`config.mk`:
```
export PLATFORM = sky130hd
export DESIGN_NAME = program_loader
export DESIGN_NICKNAME = d
export VERILOG_FILES = /design/src/rtl/program_loader.sv
export SDC_FILE = /design/constraint.sdc
export NUM_CORES = 1
export LEC_CHECK = 0
export BUFFER_PORTS_ARGS = -buffer_cell sky130_fd_sc_hd__buf_4
export CELL_PAD_IN_SITES_DETAIL_PLACEMENT = 1
export CELL_PAD_IN_SITES_GLOBAL_PLACEMENT = 1
export CORE_ASPECT_RATIO = 1.2
export CORE_MARGIN = 1
export CORE_UTILIZATION = 43
export CTS_BUF_LIST = sky130_fd_sc_hd__clkbuf_8
export DETAILED_ROUTE_END_ITERATION = 10
export GPL_ROUTABILITY_DRIVEN = 1
export PLACE_DENSITY = 0.83
export SETUP_SLACK_MARGIN = 0.2
export SLEW_MARGIN = 0
export SYNTH_ARGS = -nofsm -noshare
export SYNTH_HDL_FRONTEND = slang
export SYNTH_SLANG_ARGS = --single-unit
```
`constraint.sdc`:
```
create_clock -name clk -period 2.24 [get_ports clk]
set_input_delay 0.224 -clock clk [delete_from_list [all_inputs] [get_ports clk]]
set_output_delay 0.224 -clock clk [all_outputs]
set_load 0.005 [all_outputs]
```
`src/rtl/program_loader.sv`:
```
// program_loader: frames a UART byte stream into 16-bit ICache writes and holds the CPU frozen while loading.
// Optional trailing XOR checksum byte is enabled by defining LOADER_CHECKSUM_EN.
module program_loader #(
    parameter logic [7:0]  SYNC_BYTE      = 8'hA5,
    parameter int unsigned TIMEOUT_CYCLES = 1_000_000
) (
    input  logic        clk,
    input  logic        reset,
    input  logic        rx_valid,
    input  logic [7:0]  rx_data,
    output logic        write,
    output logic [7:0]  write_instruction_index,
    output logic [15:0] write_instruction,
    output logic        busy,
    output logic        done,
    output logic        error
);
    localparam int unsigned      TMR_W    = $clog2(TIMEOUT_CYCLES + 1);
    localparam logic [TMR_W-1:0] TMR_LAST = TMR_W'(TIMEOUT_CYCLES - 1);

    typedef enum logic [2:0] {
        S_IDLE,
        S_COUNT,
        S_HI,
        S_LO,
        S_CSUM,
        S_FLUSH,
        S_ERROR
    } state_t;

    state_t           r_state;
    logic [8:0]       r_remaining;
    logic [7:0]       r_ptr;
    logic [7:0]       r_hi;
    logic [TMR_W-1:0] r_timer;
`ifdef LOADER_CHECKSUM_EN
    logic [7:0]       r_csum;
`endif

    logic w_timing;
    logic w_sync;
    logic w_timeout;

    // Inter-byte timer only runs while a frame is being received
    assign w_timing  = (r_state == S_COUNT) || (r_state == S_HI) ||
                       (r_state == S_LO)    || (r_state == S_CSUM);
    assign w_sync    = rx_valid && (rx_data == SYNC_BYTE);
    assign w_timeout = w_timing && !rx_valid && (r_timer == TMR_LAST);

    always_ff @(posedge clk or posedge reset) begin
        if (reset) begin
            r_state                 <= S_IDLE;
            r_remaining             <= '0;
            r_ptr                   <= '0;
            r_hi                    <= '0;
            r_timer                 <= '0;
`ifdef LOADER_CHECKSUM_EN
            r_csum                  <= '0;
`endif
            write                   <= 1'b0;
            write_instruction_index <= '0;
            write_instruction       <= '0;
            busy                    <= 1'b0;
            done                    <= 1'b0;
            error                   <= 1'b0;
        end else begin
            done <= 1'b0;

            if (rx_valid) begin
                r_timer <= '0;
            end else if (w_timing) begin
                r_timer <= r_timer + TMR_W'(1);
            end

            if (w_timeout) begin
                r_state <= S_ERROR;
                busy    <= 1'b0;
                error   <= 1'b1;
            end else begin
                case (r_state)
                    S_IDLE: begin
                        if (w_sync) begin
                            r_state <= S_COUNT;
                            write   <= 1'b1;
                            busy    <= 1'b1;
                        end
                    end
                    S_COUNT: begin
                        if (rx_valid) begin
                            r_remaining <= (rx_data == 8'd0) ? 9'd256 : {1'b0, rx_data};
                            r_ptr       <= '0;
`ifdef LOADER_CHECKSUM_EN
                            r_csum      <= '0;
`endif
                            r_state     <= S_HI;
                        end
                    end
                    S_HI: begin
                        if (rx_valid) begin
                            r_hi    <= rx_data;
`ifdef LOADER_CHECKSUM_EN
                            r_csum  <= r_csum ^ rx_data;
`endif
                            r_state <= S_LO;
                        end
                    end
                    S_LO: begin
                        if (rx_valid) begin
                            write_instruction       <= {r_hi, rx_data};
                            write_instruction_index <= r_ptr;
                            r_ptr                   <= r_ptr + 8'd1;
                            r_remaining             <= r_remaining - 9'd1;
`ifdef LOADER_CHECKSUM_EN
                            r_csum                  <= r_csum ^ rx_data;
                            r_state                 <= (r_remaining == 9'd1) ? S_CSUM : S_HI;
`else
                            r_state                 <= (r_remaining == 9'd1) ? S_FLUSH : S_HI;
`endif
                        end
                    end
`ifdef LOADER_CHECKSUM_EN
                    S_CSUM: begin
                        if (rx_valid) begin
                            if (rx_data == r_csum) begin
                                r_state <= S_FLUSH;
                            end else begin
                                r_state <= S_ERROR;
                                busy    <= 1'b0;
                                error   <= 1'b1;
                            end
                        end
                    end
`endif
                    // One extra write cycle lets the ICache capture the final word
                    S_FLUSH: begin
                        r_state <= S_IDLE;
                        write   <= 1'b0;
                        busy    <= 1'b0;
                        done    <= 1'b1;
                    end
                    S_ERROR: begin
                        if (w_sync) begin
                            r_state <= S_COUNT;
                            busy    <= 1'b1;
                            error   <= 1'b0;
                        end
                    end
                    default: begin
                        r_state <= S_IDLE;
                        write   <= 1'b0;
                        busy    <= 1'b0;
                        error   <= 1'b0;
                    end
                endcase
            end
        end
    end
endmodule

```
==> results by group <==
STA
  • Crit path time final: 1.96 ns
  • Finish-stage setup viols: 0
  • Final Max Slew Viols: 0
  • Fin Clk Skew: 0.0116 ns
  • Fin Setup TNS: 0 ns
  • Final hold vios: 0
  • Unrepaired setup endpoints after global routing: no
  • Highest clock rate: 510 MHz
  • Worst-margin pin slew: 0.607 ns
  • Max-slew headroom: 59.5%
  • Final Cycle Share: 87.6%

Clock tree
  • H-Tree Level Count: 3
  • Clock buffer depth: 2
  • Worst-path clk slew: 0.08 ns
  • Clk Latency, worst-skew pair: 0.36 ns
  • CTS root buffer: clkbuf_8
  • CTS buffer count: 9
  • CTS sink count: 76
  • CTS tree: built

Worst setup path
  • Flop2flop setup slack: 0.28 ns
  • Worst setup path class: reg -> reg
  • Critical Path Source Type: flip-flop
  • R2r startpoint: r_state[0]$_DFFE_PP0P_
  • Crit. Startpoint: r_state[0]$_DFFE_PP0P_
  • Reg2reg path depth: 4
  • Crit path capture type: flip-flop
  • Worst Setup EP: r_timer[17]$_DFFE_PP0P_
  • Worst R2R End: r_timer[17]$_DFFE_PP0P_
  • Critical Path RT: 2.49 ns
  • Crit Path Max Fanout: 10
  • Crit path DAT: 2.22 ns

Drt
  • Initial drt markers: 67
  • DRT antenna net count: 0
  • Total Wirelength: 9430 um
  • DRT Pass-1 Iters: 4
  • Via density: 5.67
  • DR DRC count: 0
  • Vias: 2931
  • Routed length per instance: 18.2 um

Global route
  • Total GRT Usage: 23.3%
  • Number of global-route vias before repair: 3156
  • Met1 Use GR: 25.7%
  • Met2 Usage GRT: 42.7%
  • M3 GR Usage: 6.19%
  • GR Overflow Total: 0
  • First-pass GRT wire length: 15500 um
  • Initial antenna violation count: 0
  • Largest net degree at the start of global routing: 52
  • Most Crowded Layer GR: met2

Pwr
  • Switch share: 33.8%
  • Clock Power Share: 23.6%
  • NetSw: 1760 uW
  • LEAKAGE: 0.00192 uW
  • Power per cell area: 1170 mW/mm^2
  • Combinational power share: 35.3%
  • Max IR drop VDD: 718 uV
  • P_int: 3440 uW
  • Sequential Power Share: 41.1%

Logic synthesis
  • Synth Register Bits: 76
  • Synthesized netlist cell count: 349
  • Top FF cell, synth: dfrtp_1
  • Synth Warn #: 0
  • Seq/Total Area, Yosys: 51.8%
  • Synth unique cells: 45
  • Syn_nets: 364
  • Synthesized cell area: 0.00367 mm^2
  • Syn Area/Cell: 10.5 um^2
  • Post-synthesis async set-or-reset flop share: 100%
  • Number of flops mapped to enable cells by yosys: 0

Floorplanning
  • Num ports: 39
  • DIE WIDTH: 86.4 um
  • FP Rows: 36
  • Core Footprint: 0.00820 mm^2
  • Die Y-Extent: 103 um
  • Starting density of the core: 44.8%
  • Die footprint: 0.00892 mm^2

Placement
  • Input/output buffers: 38
  • Final Wtd Congestion: 0.812
  • Dpl hpwl: 6720 um

Cells and area
  • Util after Layout: 54.1%
  • Final net count: 413
  • Multi-input logic area: 0.00171 mm^2
  • Area growth from synthesis to layout: 20.7%
  • FF/Latch Area: 0.00190 mm^2
  • Diode count: 0
  • Filler cells: 918
  • Layout cells sized above 1: 27.5%

Min path
  • Hold Path Class: in -> reg

Job
  • Max-Cap Viols: 0

Run status
  • Status: complete, no violations
==> registers in the layout, indices dropped and copies added (netlist names) <==
| register | count |
|---|---|
| error | 1 |
| r_hi | 8 |
| done | 1 |
| r_state | 3 |
| write | 1 |
| busy | 1 |
| write_instruction | 16 |
| r_timer | 20 |
| r_ptr | 8 |
| write_instruction_index | 8 |
| r_remaining | 9 |
==> what timing repair did <==
| item | 4_1_cts | 5_1_grt |
|---|---|---|
| hold buffers | 1 | 0 |
| endpoints found under the setup margin | 0 | 8 |
| gates resized for setup | 0 | 5 |
| hold endpoints to repair | 25 | 0 |
| buffers inserted | 0 | 1 |
==> metal layers <==
metal / vias to the layer above / share of wire [%] / routed length [um]
met5: - / 0 / 0
met4: 0 / 2.2 / 203
met3: 22 / 2.9 / 269
met2: 52 / 54 / 5060
met1: 1485 / 41 / 3890
li1: 1372 / - / -
==> worst min-delay path by stage <==
| stage | from | end | depth (start not counted) |
|---|---|---|---|
| after CTS | rx_data[3] | write_instruction[3]$_DFFE_PP0P_ | 2 |
| after global placement | reset | r_timer[3]$_DFFE_PP0P_ | 2 |
| final | rx_data[1] | write_instruction[1]$_DFFE_PP0P_ | 2 |
| after floorplan | rx_data[6] | r_remaining[6]$_DFFE_PP0P_ | 2 |
| after detailed placement | reset | r_timer[3]$_DFFE_PP0P_ | 2 |
| after global routing | rx_data[1] | write_instruction[1]$_DFFE_PP0P_ | 2 |
==> cells by family (layout without fill, tap and decap cells) <==
logic type	after synthesis	in the layout	share of synthesized area, %
mux	39	39	11.8
simple gates	132	132	19.5
buf+inv	22	76	2.35
flops	76	76	51.8
xor+xnor	10	10	2.38
fa+ha+maj	4	4	1.36
compound gates	66	66	10.8
==> placed cells by master (no fill, tap or decap), types with 6 or more instances in the layout <==
cell and count:
inv_1 6, a21oi_1 20, nand2_1 29, mux2_2 35
o21ai_0 20, o31ai_1 7, clkbuf_8 12, nor4_1 8
nor3_1 8, nand4_1 8, nand3_1 13, nor2_1 24
or4_1 8, dfrtp_1 75, buf_4 52
==> synthesized netlist by cell type (all sizes together), types with 2 or more instances <==
cell type | n | area, um^2
clkbuf | 13 | 48.8
a22oi | 2 | 15.0
a21o | 3 | 22.5
o211ai | 2 | 15.0
nor2b | 4 | 25.0
a31oi | 2 | 12.5
a21oi | 20 | 100
and3 | 5 | 31.3
nand3b | 4 | 30.0
nor2 | 24 | 90.1
or4 | 8 | 60.1
xnor2 | 5 | 43.8
nor4 | 10 | 68.8
nand3 | 14 | 70.1
and4 | 5 | 43.8
nand2 | 29 | 109
dfrtp | 76 | 1900
inv | 6 | 22.5
or3 | 6 | 37.5
buf | 3 | 15.0
o21ai | 21 | 105
and3b | 2 | 17.5
nor3 | 8 | 40.0
nand4 | 8 | 50.1
xor2 | 5 | 43.8
o31ai | 7 | 52.6
mux2 | 35 | 394
ha | 4 | 50.1
mux2i | 4 | 40.0
==> final cells by class <==
cell class	instances	area share (%)
flip-flops and latches	76	42.9
multi-input cells	251	38.5
repair buffers	54	9.48
clock buffers	12	3.72
well taps	114	3.22
clock inverters	4	1.61
inverters	6	0.592
==> power groups by stage <==
| stage | registers, uW | clock network [uW] | logic (uW) |
|---|---|---|---|
| 6_report | 2130 | 1230 | 1830 |
| 3_3_place_gp | 2120 | 0 | 1730 |
| 3_5_place_dp | 2150 | 0 | 1830 |
| 4_1_cts | 2130 | 1250 | 1850 |
| 2_1_floorplan | 2090 | 0 | 1120 |
| 5_1_grt | 2200 | 1310 | 2050 |
==> worst max-delay path, cell delays in order (launching register included) <==
cell and delay (ns):
dfrtp_1 0.40, o21a_1 0.24, or3_1 0.55, nor4_1 0.30, mux2_2 0.36
==> stage by stage <==
step / hold slack [ns] / setup slack (ns) / power (uW) / instance area, um^2 / std cells
2_1_floorplan: 0.357 / 0.385 / 3210 / 3680 / 349
3_5_place_dp: 0.331 / 0.228 / 3990 / 4160 / 499
6_report: 0.137 / 0.279 / 5190 / 4440 / 517
3_3_place_gp: 0.327 / 0.302 / 3860 / 4160 / 499
5_1_grt: 0.117 / 0.207 / 5560 / 4440 / 517
4_1_cts: 0.119 / 0.211 / 5230 / 4410 / 516
Power figures use the tool's default switching activity.
